==> config.mk <==
export PLATFORM = sky130hd
export DESIGN_NAME = traffic_ctrl
export DESIGN_NICKNAME = d
export VERILOG_FILES = /design/src/rtl/traffic_ctrl.sv
export SDC_FILE = /design/constraint.sdc
export NUM_CORES = 1
export LEC_CHECK = 0
export CORE_MARGIN = 2
export CORE_UTILIZATION = 30
export DETAILED_ROUTE_END_ITERATION = 16
export PLACE_DENSITY = 0.49
export SLEW_MARGIN = 20
export SYNTH_ARGS = -nofsm -noshare
export SYNTH_HDL_FRONTEND = slang
export SYNTH_SLANG_ARGS = --single-unit
==> constraint.sdc <==
create_clock -name clk -period 3.05 [get_ports clk]
set_clock_uncertainty 0.2 [all_clocks]
set_input_delay 0.915 -clock clk [delete_from_list [all_inputs] [get_ports clk]]
set_output_delay 0.915 -clock clk [all_outputs]
set_load 0.01 [all_outputs]
==> src/rtl/traffic_ctrl.sv <==
// Intersection controller: sequences main-street, side-street and pedestrian lamps
// on a tick derived from clk by a free-running prescaler.
//
// Ports:
//   clk          system clock
//   arst_i       asynchronous active-high reset
//   walk_en_i    debounced walk request (level or pulse)
//   sensor_i     side-street car sensor, synchronous to clk
//   main_lamp_o  main street lamps {red,yellow,green}, one-hot
//   side_lamp_o  side street lamps {red,yellow,green}, one-hot
//   walk_lamp_o  pedestrian walk lamp
//   state_o      current state encoding
//   sec_left_o   ticks remaining in the current state (15..1)
module traffic_ctrl #(
  parameter int unsigned TICK_DIV = 100000000,
  parameter int unsigned T_MAIN_G = 6,
  parameter int unsigned T_SIDE_G = 6,
  parameter int unsigned T_EXT    = 3,
  parameter int unsigned T_YEL    = 2,
  parameter int unsigned T_WALK   = 3
) (
  input  logic       clk,
  input  logic       arst_i,
  input  logic       walk_en_i,
  input  logic       sensor_i,
  output logic [2:0] main_lamp_o,
  output logic [2:0] side_lamp_o,
  output logic       walk_lamp_o,
  output logic [2:0] state_o,
  output logic [3:0] sec_left_o
);

  localparam int unsigned PW = (TICK_DIV > 1) ? $clog2(TICK_DIV) : 1;

  typedef enum logic [2:0] {
    StMainG   = 3'd0,
    StMainY   = 3'd1,
    StWalk    = 3'd2,
    StSideG   = 3'd3,
    StSideExt = 3'd4,
    StSideY   = 3'd5
  } state_e;

  localparam logic [2:0] LampR = 3'b100;
  localparam logic [2:0] LampY = 3'b010;
  localparam logic [2:0] LampG = 3'b001;

  state_e          state_q, state_d;
  logic [PW-1:0]   presc_q, presc_d;
  logic [3:0]      sec_q, sec_d;
  logic            walk_req_q, walk_req_d;
  logic            sens_seen_q, sens_seen_d;
  logic [2:0]      main_lamp_q, side_lamp_q;
  logic            walk_lamp_q;
  logic [6:0]      lamps_d;
  logic            tick;
  state_e          nxt;
  logic            illegal;

  function automatic logic [3:0] dur(input state_e s);
    case (s)
      StMainG:   dur = 4'(T_MAIN_G);
      StMainY:   dur = 4'(T_YEL);
      StWalk:    dur = 4'(T_WALK);
      StSideG:   dur = 4'(T_SIDE_G);
      StSideExt: dur = 4'(T_EXT);
      StSideY:   dur = 4'(T_YEL);
      default:   dur = 4'(T_MAIN_G);
    endcase
  endfunction

  // {main, side, walk}
  function automatic logic [6:0] lamps(input state_e s);
    case (s)
      StMainG:   lamps = {LampG, LampR, 1'b0};
      StMainY:   lamps = {LampY, LampR, 1'b0};
      StWalk:    lamps = {LampR, LampR, 1'b1};
      StSideG:   lamps = {LampR, LampG, 1'b0};
      StSideExt: lamps = {LampR, LampG, 1'b0};
      StSideY:   lamps = {LampR, LampY, 1'b0};
      default:   lamps = {LampG, LampR, 1'b0};
    endcase
  endfunction

  always_comb begin
    tick        = (presc_q == PW'(TICK_DIV - 1));
    presc_d     = tick ? '0 : presc_q + PW'(1);
    state_d     = state_q;
    sec_d       = sec_q;
    walk_req_d  = walk_req_q;
    sens_seen_d = sens_seen_q;
    illegal     = 1'b0;
    nxt         = StMainG;

    case (state_q)
      StMainG:   nxt = StMainY;
      StMainY:   nxt = (walk_req_q || walk_en_i) ? StWalk : StSideG;
      StWalk:    nxt = StSideG;
      StSideG:   nxt = (sens_seen_q || sensor_i) ? StSideExt : StSideY;
      StSideExt: nxt = StSideY;
      StSideY:   nxt = StMainG;
      default:   illegal = 1'b1;
    endcase

    if (illegal) begin
      // Unreachable encodings recover without waiting for a tick.
      state_d = StMainG;
      sec_d   = 4'(T_MAIN_G);
    end else if (tick && sec_q == 4'd1) begin
      state_d = nxt;
      sec_d   = dur(nxt);
    end else if (tick) begin
      sec_d = sec_q - 4'd1;
    end

    // Entry into WALK wins over a coincident press; presses during WALK are dropped.
    if (state_d == StWalk && state_q != StWalk) begin
      walk_req_d = 1'b0;
    end else if (walk_en_i && state_q != StWalk) begin
      walk_req_d = 1'b1;
    end

    if (state_d == StSideG && state_q != StSideG) begin
      sens_seen_d = 1'b0;
    end else if (state_q == StSideG && sensor_i) begin
      sens_seen_d = 1'b1;
    end

    lamps_d = lamps(state_d);
  end

  always_ff @(posedge clk or posedge arst_i) begin
    if (arst_i) begin
      state_q     <= StMainG;
      presc_q     <= '0;
      sec_q       <= 4'(T_MAIN_G);
      walk_req_q  <= 1'b0;
      sens_seen_q <= 1'b0;
      main_lamp_q <= LampG;
      side_lamp_q <= LampR;
      walk_lamp_q <= 1'b0;
    end else begin
      state_q     <= state_d;
      presc_q     <= presc_d;
      sec_q       <= sec_d;
      walk_req_q  <= walk_req_d;
      sens_seen_q <= sens_seen_d;
      main_lamp_q <= lamps_d[6:4];
      side_lamp_q <= lamps_d[3:1];
      walk_lamp_q <= lamps_d[0];
    end
  end

  assign main_lamp_o = main_lamp_q;
  assign side_lamp_o = side_lamp_q;
  assign walk_lamp_o = walk_lamp_q;
  assign state_o     = state_q;
  assign sec_left_o  = sec_q;

endmodule

==> results.toml, run 1 <==
[global_routing]
antenna_found_initial = 0
grt_pass1_vias = 1683
track_usage = 0.134
grt_max_degree = 44
grt_pass1_wl_mm = 8.22
grt-ovfl-total = 0

[min_path]
hold_path_class = "flip-flop to flip-flop"

[cells_and_area]
final_nets = 250
final_area_um2 = 2600
drive_gt1_frac = 0.115
fin_cells = 343
syn_to_final_growth_pct = 18.7
num_antenna_cells = 0

[routing]
routed_via_density = 4.83
routed_wl_mm = 4.79
drt_iter0_drc = 52
detail-route-antenna-nets = 0
drc = 0
routedWlPerCell_um = 14.0
first_pass_iters = 4
dr_total_vias = 1657

[pwr]
swShare = 0.223
p_sw_mw = 0.211
p_per_area_nw_per_um2 = 364
power_frac_comb = 0.021
cellInternalPower_mw = 0.736
finalPower_mw = 0.947
max-vdd-ir-drop_mv = 0.151
seq_power_share = 0.601
clkPwrFrac = 0.378
leakagePower_nw = 1.16

[timing]
hold_viol = 0
rsz0062_at_grt = "false"
slew_viol_final = 0
fmax_mhz = 390
hold_ws_ns = 0.303
relSlewSlack = 0.608
post-route-period-util = 0.840
fin_crit_ns = 2.56
worst_slew_pin_slew_ns = 0.588
setup_viol = 0
finalSetupTns_ns = 0

[clock_tree]
insertion_delay_ns = 0.29
cts_inserted_buffers = 5
cts_tree = "yes"
postCtsHoldBufs = 0
cts_root_buf = "clkbuf_8"
post_cts_resized = 0
cts.path.max_buffers = 2
clkSinkCount = 43
path_clk_slew_ns = 0.09
htree_num_levels = 2
cts_setup_buffers = 0

[placement]
io_buffers = 17
hpwl_mm = 3.35
post_dp_cell_area_um2 = 2520
place.gp.congestion = 0.831
dpl.cell_count = 335

[critical_path]
slowest_delay_ns = 0.61
crit_buf_inv = 1
ff2ff_setup_slack_ns = 0.59
path_cells = "clkdlybuf4s50_1"
critPathSlowestCell = "dfstp_2"
critPathTopFamily = "flip-flops"
cp_max_fo = 7
critical_path_class = "flip-flop to output port"
endpoint_kind = "output port"
critical_path_arrival_ns = 1.45
cp.required_ns = 1.93
cp-start-kind = "flip-flop"

[synthesis]
syn_nets = 226
seq_area_frac_synth = 0.493
synth_edf_count = 0
synth_area_um2 = 2190
yosysUniqueCellTypes = 48
synth.avg_cell_area_um2 = 10.0
ys.flop_type = "dfrtp_1"
ys_async_sr_fraction = 1.00
netlist_instances = 219
ys_ff_latch = 43
ys_warn_count = 0

[status]
status = "completed"

[floorplan]
coreArea_um2 = 7180
row_count = 31
dieArea_um2 = 8000
fp.dieH_um = 89.5
start_util = 0.305
fp.dieW_um = 89.5
ios = 18

[run]
maxCapViolCount = 0
-- path summary, 6_finish.rpt --
check                      cells after the start                        end                 startpoint
max                                            1              sec_left_o[2]  sec_left_o[2]$_DFFE_PP1P_
min reg2reg                                    1      presc_q[19]$_DFF_PP0_      presc_q[19]$_DFF_PP0_
max in group asynchronous                      3   main_lamp_o[0]$_DFF_PP1_                     arst_i
max reg2reg                                    6  sec_left_o[3]$_DFFE_PP0P_       presc_q[0]$_DFF_PP0_
min in group asynchronous                      3      presc_q[16]$_DFF_PP0_                     arst_i
min                                            1      presc_q[19]$_DFF_PP0_      presc_q[19]$_DFF_PP0_
-- logic make-up (layout without fill, tap and decap cells) --
family / after synthesis / in the layout / synth area share
adder cells (fa/ha/maj): 3 / 3 / 0.0171
AND/OR/NAND/NOR: 105 / 105 / 0.274
XOR/XNOR: 22 / 22 / 0.0879
buffers and inverters: 14 / 39 / 0.0291
multiplexers: 1 / 1 / 0.00457
flip-flops: 43 / 43 / 0.493
AO/OA/AOI/OAI: 31 / 31 / 0.0937
-- stage by stage --
stage                     utilization  setup slack (ns)
after detailed placement        0.351             0.582
final                           0.363             0.488
after floorplan                     -             0.892
after CTS                       0.363             0.466
after global routing            0.363             0.418
after global placement          0.351             0.646
-- Yosys cell counts (all sizes together), types with 2 or more instances --
library cell / number / area share
nor2: 24 / 0.041
nor2b: 3 / 0.0086
nor3b: 2 / 0.0069
o21ai: 6 / 0.014
xor2: 12 / 0.048
dfstp: 4 / 0.048
a21oi: 11 / 0.025
buf: 3 / 0.0097
nand2b: 3 / 0.0086
nand3: 17 / 0.039
nand2: 14 / 0.024
inv: 6 / 0.010
and4: 3 / 0.012
a31oi: 4 / 0.011
and3: 8 / 0.023
nor3: 9 / 0.025
nor4: 4 / 0.021
dfrtp: 39 / 0.45
clkbuf: 5 / 0.0091
or2: 2 / 0.0057
or3: 3 / 0.0086
xnor2: 10 / 0.040
ha: 3 / 0.017
nand4: 9 / 0.035
-- worst reg2reg max path, delay by kind of cell (launching register included) --
family                     cells  cell delay, ns
AOI/OAI and AO/OA              2            0.35
and+or+nand+nor                3            1.12
DFF                            1            0.42
adders and majority gates      1            0.25
-- layout make-up --
type	count	area, µm²
repair buffers	25	243
flip-flops and latches	43	1080
inverters	6	22.5
clock inverters	2	12.5
clock buffers	6	72.6
well taps	99	124
multi-input cells	162	1050
fillers	746	4570
-- registers in the layout, indices dropped and copies added, names as in the netlist --
signal and cells:
state_o 3, walk_req_q 1, sens_seen_q 1, sec_left_o 4, walk_lamp_o 1, main_lamp_o 3
presc_q 27, side_lamp_o 3
-- power groups by stage --
stage                     logic [mW]  registers (mW)  clock network (mW)
final                         0.0196           0.570               0.358
after CTS                     0.0211           0.570               0.379
after global routing          0.0232           0.570               0.401
after floorplan              0.00911           0.581                   0
after global placement        0.0209           0.581                   0
after detailed placement      0.0211           0.581                   0
-- layout by cell type (no fill, tap or decap), types with 2 or more instances in the layout --
cell | netlist | layout
a21oi_1 | 11 | 11
a31oi_1 | 4 | 4
and3_1 | 8 | 8
and4_1 | 3 | 3
buf_4 | 0 | 7
clkbuf_8 | 0 | 5
clkdlybuf4s50_1 | 0 | 17
dfrtp_1 | 39 | 39
dfstp_2 | 4 | 4
ha_1 | 3 | 3
inv_1 | 6 | 5
nand2_1 | 14 | 14
nand2b_1 | 3 | 3
nand3_1 | 17 | 17
nand4_1 | 7 | 7
nor2_1 | 24 | 24
nor2b_1 | 3 | 3
nor3_1 | 7 | 7
nor3_2 | 2 | 2
nor3b_1 | 2 | 2
nor4_1 | 2 | 2
o21ai_0 | 5 | 5
or3_1 | 3 | 3
xnor2_1 | 10 | 10
xor2_1 | 12 | 12
-- per-layer routing --
| metal | part of all wire | vias to the layer above | global-route usage |
|---|---|---|---|
| li1 | - | 824 | - |
| met1 | 0.48 | 808 | 0.171 |
| met2 | 0.48 | 21 | 0.228 |
| met3 | 0.026 | 4 | 0.0295 |
| met4 | 0.011 | 0 | 0.0407 |
| met5 | 0 | - | 0 |
(Power assumes the default switching activity.)
==> run 2: changes to the inputs <==
Settings changed: PLACE_DENSITY 0.49 to 0.5.
Clock period 3.05 ns to 2.3 ns, I/O delays scaled along.
==> results.toml, run 2 (synthesized netlist as in run 1, its figures left out) <==
[status]
status = "completed"

[timing]
fin_crit_ns = 2.24
rsz0062_at_grt = "false"
post-route-period-util = 0.972
relSlewSlack = 0.520
finalSetupTns_ns = 0
setup_viol = 0
hold_viol = 0
fmax_mhz = 447
worst_slew_pin_slew_ns = 0.719
slew_viol_final = 0

[critical_path]
critPathLaunch = "side_lamp_o[2]$_DFF_PP1_"
crit_buf_inv = 1
cp.depth = 1
endpoint_kind = "output port"
cp.required_ns = 1.41
critPathTopFamily = "buffers and inverters"
critPathSlowestCell = "clkdlybuf4s50_1"
path_cells = "clkdlybuf4s50_1"
cp_max_fo = 1
slowest_delay_ns = 0.53
critical_path_class = "flip-flop to output port"
cp-start-kind = "flip-flop"
timing.rr.start = "presc_q[19]$_DFF_PP0_"
critical_path_arrival_ns = 1.35
reg2regPathDepth = 5

[global_routing]
busiest_layer = "met2"
grt-ovfl-total = 0
grt_pass1_vias = 1770
grtUsageMet1 = 0.171
track_usage = 0.135
grt_max_degree = 44
grtUsageMet3 = 0.0397
grtUsageMet2 = 0.224
antenna_found_initial = 0
grt_pass1_wl_mm = 8.31

[cells_and_area]
top_register = "presc_q"
largest_reg_flops = 27
syn_to_final_growth_pct = 23.2
seq_area_um2 = 1080
num_antenna_cells = 0
drive_gt1_frac = 0.150
final_common_cell = "dfrtp_1"
multi_input_area_um2 = 1050
fill_cells = 713
final_nets = 260
mostFrequentLayoutCells = "39 x dfrtp_1, 24 x nor2_1, 17 x nand3_1, 17 x buf_4, 15 x clkdlybuf4s50_1"
fin_cells = 353

[clock_tree]
clkSinkCount = 43
postCtsHoldBufs = 0
htree_num_levels = 2
post_cts_resized = 2
cts_setup_buffers = 0
path_clk_slew_ns = 0.09
cts_root_buf = "clkbuf_8"
cts_inserted_buffers = 5
cts.path.max_buffers = 2
cts_tree = "yes"
insertion_delay_ns = 0.30

[min_path]
hold_path_depth = 1
min-delay-start = "presc_q[19]$_DFF_PP0_"
hold_path_class = "flip-flop to flip-flop"

[floorplan]
coreArea_um2 = 7180
ios = 18
start_util = 0.305
dieArea_um2 = 8000
fp.dieH_um = 89.5
fp.dieW_um = 89.5
row_count = 31

[routing]
drt_iter0_drc = 65
detail-route-antenna-nets = 0
routed_via_density = 4.67
routed_wl_mm = 4.61
dr_total_vias = 1650
routedWlPerCell_um = 13.1
drc = 0
first_pass_iters = 4

[run]
maxCapViolCount = 0

[placement]
dpl.cell_count = 345
hpwl_mm = 3.26
io_buffers = 17
place.gp.congestion = 0.793

[pwr]
leakagePower_nw = 1.23
finalPower_mw = 1.37
p_per_area_nw_per_um2 = 509
max-vdd-ir-drop_mv = 0.302
## run 2: layout make-up
class,instances,area share
Sequential cell,43,0.400
Timing Repair Buffer,35,0.117
Inverter,6,0.00834
Tap cell,99,0.0459
Clock inverter,1,0.0111
Multi-Input combinational cell,162,0.389
Clock buffer,7,0.0283
## run 2: worst paths after layout
| kind | end | slack [ns] |
|---|---|---|
| worst max-delay path | side_lamp_o[2] | 0.06 |
| worst min-delay path | presc_q[19]$_DFF_PP0_ | 0.30 |
| worst max register to register | state_o[0]$_DFF_PP0_ | 0.21 |
| worst min register to register | presc_q[19]$_DFF_PP0_ | 0.30 |
| max in group asynchronous | main_lamp_o[0]$_DFF_PP1_ | 1.10 |
| min in group asynchronous | presc_q[12]$_DFF_PP0_ | 0.53 |
## run 2: power by group
| part | total (mW) | leakage (nW) | switching [mW] | internal, mW |
|---|---|---|---|---|
| registers | 0.756 | 0.562 | 0.0000000000000000735 | 0.756 |
| clock network | 0.592 | 0.0524 | 0.266 | 0.325 |
| logic | 0.0264 | 0.612 | 0.0179 | 0.00852 |
## run 2: layer usage
metal,vias up,routed length (µm)
met5,-,0
met3,4,108
met1,789,2260
li1,841,-
met4,0,44
met2,16,2200
## run 2: through the flow
| step | utilization | worst slack, ns | hold WS [ns] | instance area [µm²] |
|---|---|---|---|---|
| 2_1_floorplan | - | 0.142 | 0.261 | 2190 |
| 3_3_place_gp | 0.361 | 0.0722 | 0.287 | 2590 |
| 3_5_place_dp | 0.361 | 0.0812 | 0.285 | 2590 |
| 4_1_cts | 0.376 | 0.0525 | 0.306 | 2700 |
| 5_1_grt | 0.376 | 0.00168 | 0.337 | 2700 |
| 6_report | 0.376 | 0.0637 | 0.302 | 2700 |
==> run 3: changes to the inputs <==
Settings changed: CORE_ASPECT_RATIO set to 1.4, TNS_END_PERCENT set to 5.
==> results.toml, run 3 (synthesized netlist as in run 1, its figures left out) <==
[cells_and_area]
top_register = "presc_q"
final_common_cell = "dfrtp_1"
seq_area_um2 = 1080
drive_gt1_frac = 0.170
num_antenna_cells = 0
syn_to_final_growth_pct = 24.5
fill_cells = 734
largest_reg_flops = 27
multi_input_area_um2 = 1050
mostFrequentLayoutCells = "39 x dfrtp_1, 24 x nor2_1, 22 x buf_4, 17 x nand3_1, 16 x clkdlybuf4s50_1"
final_nets = 265

[pwr]
p_per_area_nw_per_um2 = 480
max-vdd-ir-drop_mv = 0.264
leakagePower_nw = 1.25
finalPower_mw = 1.31

[timing]
fin_crit_ns = 2.26
post-route-period-util = 0.981
setup_viol = 0
fmax_mhz = 443
relSlewSlack = 0.694
setup_ws_ns = 0.0448
worst_slew_pin_slew_ns = 0.457
finalSetupTns_ns = 0
hold_viol = 0
rsz0062_at_grt = "false"
slew_viol_final = 0

[clock_tree]
cts_tree = "yes"
insertion_delay_ns = 0.29
path_clk_slew_ns = 0.08
clkSinkCount = 43
cts_inserted_buffers = 5
cts_root_buf = "clkbuf_8"
cts.path.max_buffers = 2
htree_num_levels = 2

[run]
maxCapViolCount = 0

[global_routing]
antenna_found_initial = 0
grt_pass1_wl_mm = 8.23
grt_max_degree = 44
track_usage = 0.128
grt_pass1_vias = 1676
grt-ovfl-total = 0

[placement]
place_ws_ns = 0.113
hpwl_mm = 3.67
io_buffers = 17
place.gp.congestion = 0.796

[critical_path]
slowest_delay_ns = 0.53
cp_max_fo = 5
critical_path_arrival_ns = 1.37
cp.required_ns = 1.41
timing.rr.start = "presc_q[19]$_DFF_PP0_"
critPathSlowestCell = "clkdlybuf4s50_1"
endpoint_kind = "output port"
critPathLaunch = "sec_left_o[0]$_DFFE_PP0P_"
critical_path_class = "flip-flop to output port"
path_cells = "buf_4 > clkdlybuf4s50_1"
cp-start-kind = "flip-flop"

[min_path]
min-delay-start = "presc_q[19]$_DFF_PP0_"
hold_path_class = "flip-flop to flip-flop"

[routing]
drc = 0
routedWlPerCell_um = 13.9
dr_total_vias = 1712
routed_wl_mm = 4.93
routed_via_density = 4.84
drt_iter0_drc = 44
detail-route-antenna-nets = 0
first_pass_iters = 4

[floorplan]
fp.dieH_um = 105
start_util = 0.312
ios = 18
row_count = 36
dieArea_um2 = 8010
coreArea_um2 = 7030
fp.dieW_um = 76.2

[status]
status = "completed"
[run 3: worst max-delay path, delay by kind of cell, from the launching register on]
| kind | cells | cell delay (ns) |
|---|---|---|
| flops | 1 | 0.38 |
| buf+inv | 2 | 0.68 |
[run 3: through the flow]
step            util  instance area [µm²]  std cells  hold slack, ns
4_1_cts        0.387                 2720        354           0.304
6_report       0.388                 2730        354           0.299
5_1_grt        0.388                 2730        354           0.318
3_5_place_dp   0.372                 2620        345           0.289
3_3_place_gp   0.372                 2620        345           0.283
2_1_floorplan      -                 2190        219           0.261
[run 3: cell type report]
| class | instances | share of cell area |
|---|---|---|
| clock buffers | 8 | 0.0367 |
| inverters | 6 | 0.00826 |
| well taps | 95 | 0.0436 |
| flip-flops and latches | 43 | 0.396 |
| multi-input cells | 162 | 0.385 |
| repair buffers | 40 | 0.130 |
[run 3: final timing paths]
kind / end / slack, ns / cells past startpoint
worst max-delay path: sec_left_o[0] / 0.04 / 2
worst min-delay path: presc_q[19]$_DFF_PP0_ / 0.30 / 1
worst max register to register: sec_left_o[3]$_DFFE_PP0P_ / 0.12 / 5
worst min register to register: presc_q[19]$_DFF_PP0_ / 0.30 / 1
max in group asynchronous: sec_left_o[2]$_DFFE_PP1P_ / 1.09 / 3
min in group asynchronous: sens_seen_q$_DFFE_PP0P_ / 0.52 / 3
[run 3: metal layers]
layer  share of wire  GRT usage  up-vias
met1            0.39      0.137      841
met4           0.016     0.0429        0
met5               0          0        -
li1                -          -      853
met2            0.58      0.251       13
met3           0.015     0.0190        5
[run 3: power by group]
group	internal, mW	switching [mW]
clock network	0.274	0.254
logic	0.00850	0.0170
registers	0.756	0.0000000000000000680
total	1.04	0.271
[run 3: timing repair]
item,CTS,global route
setup endpoints to repair,2,4
hold buffers,0,0
setup buffers,1,0
gates resized for setup,1,1
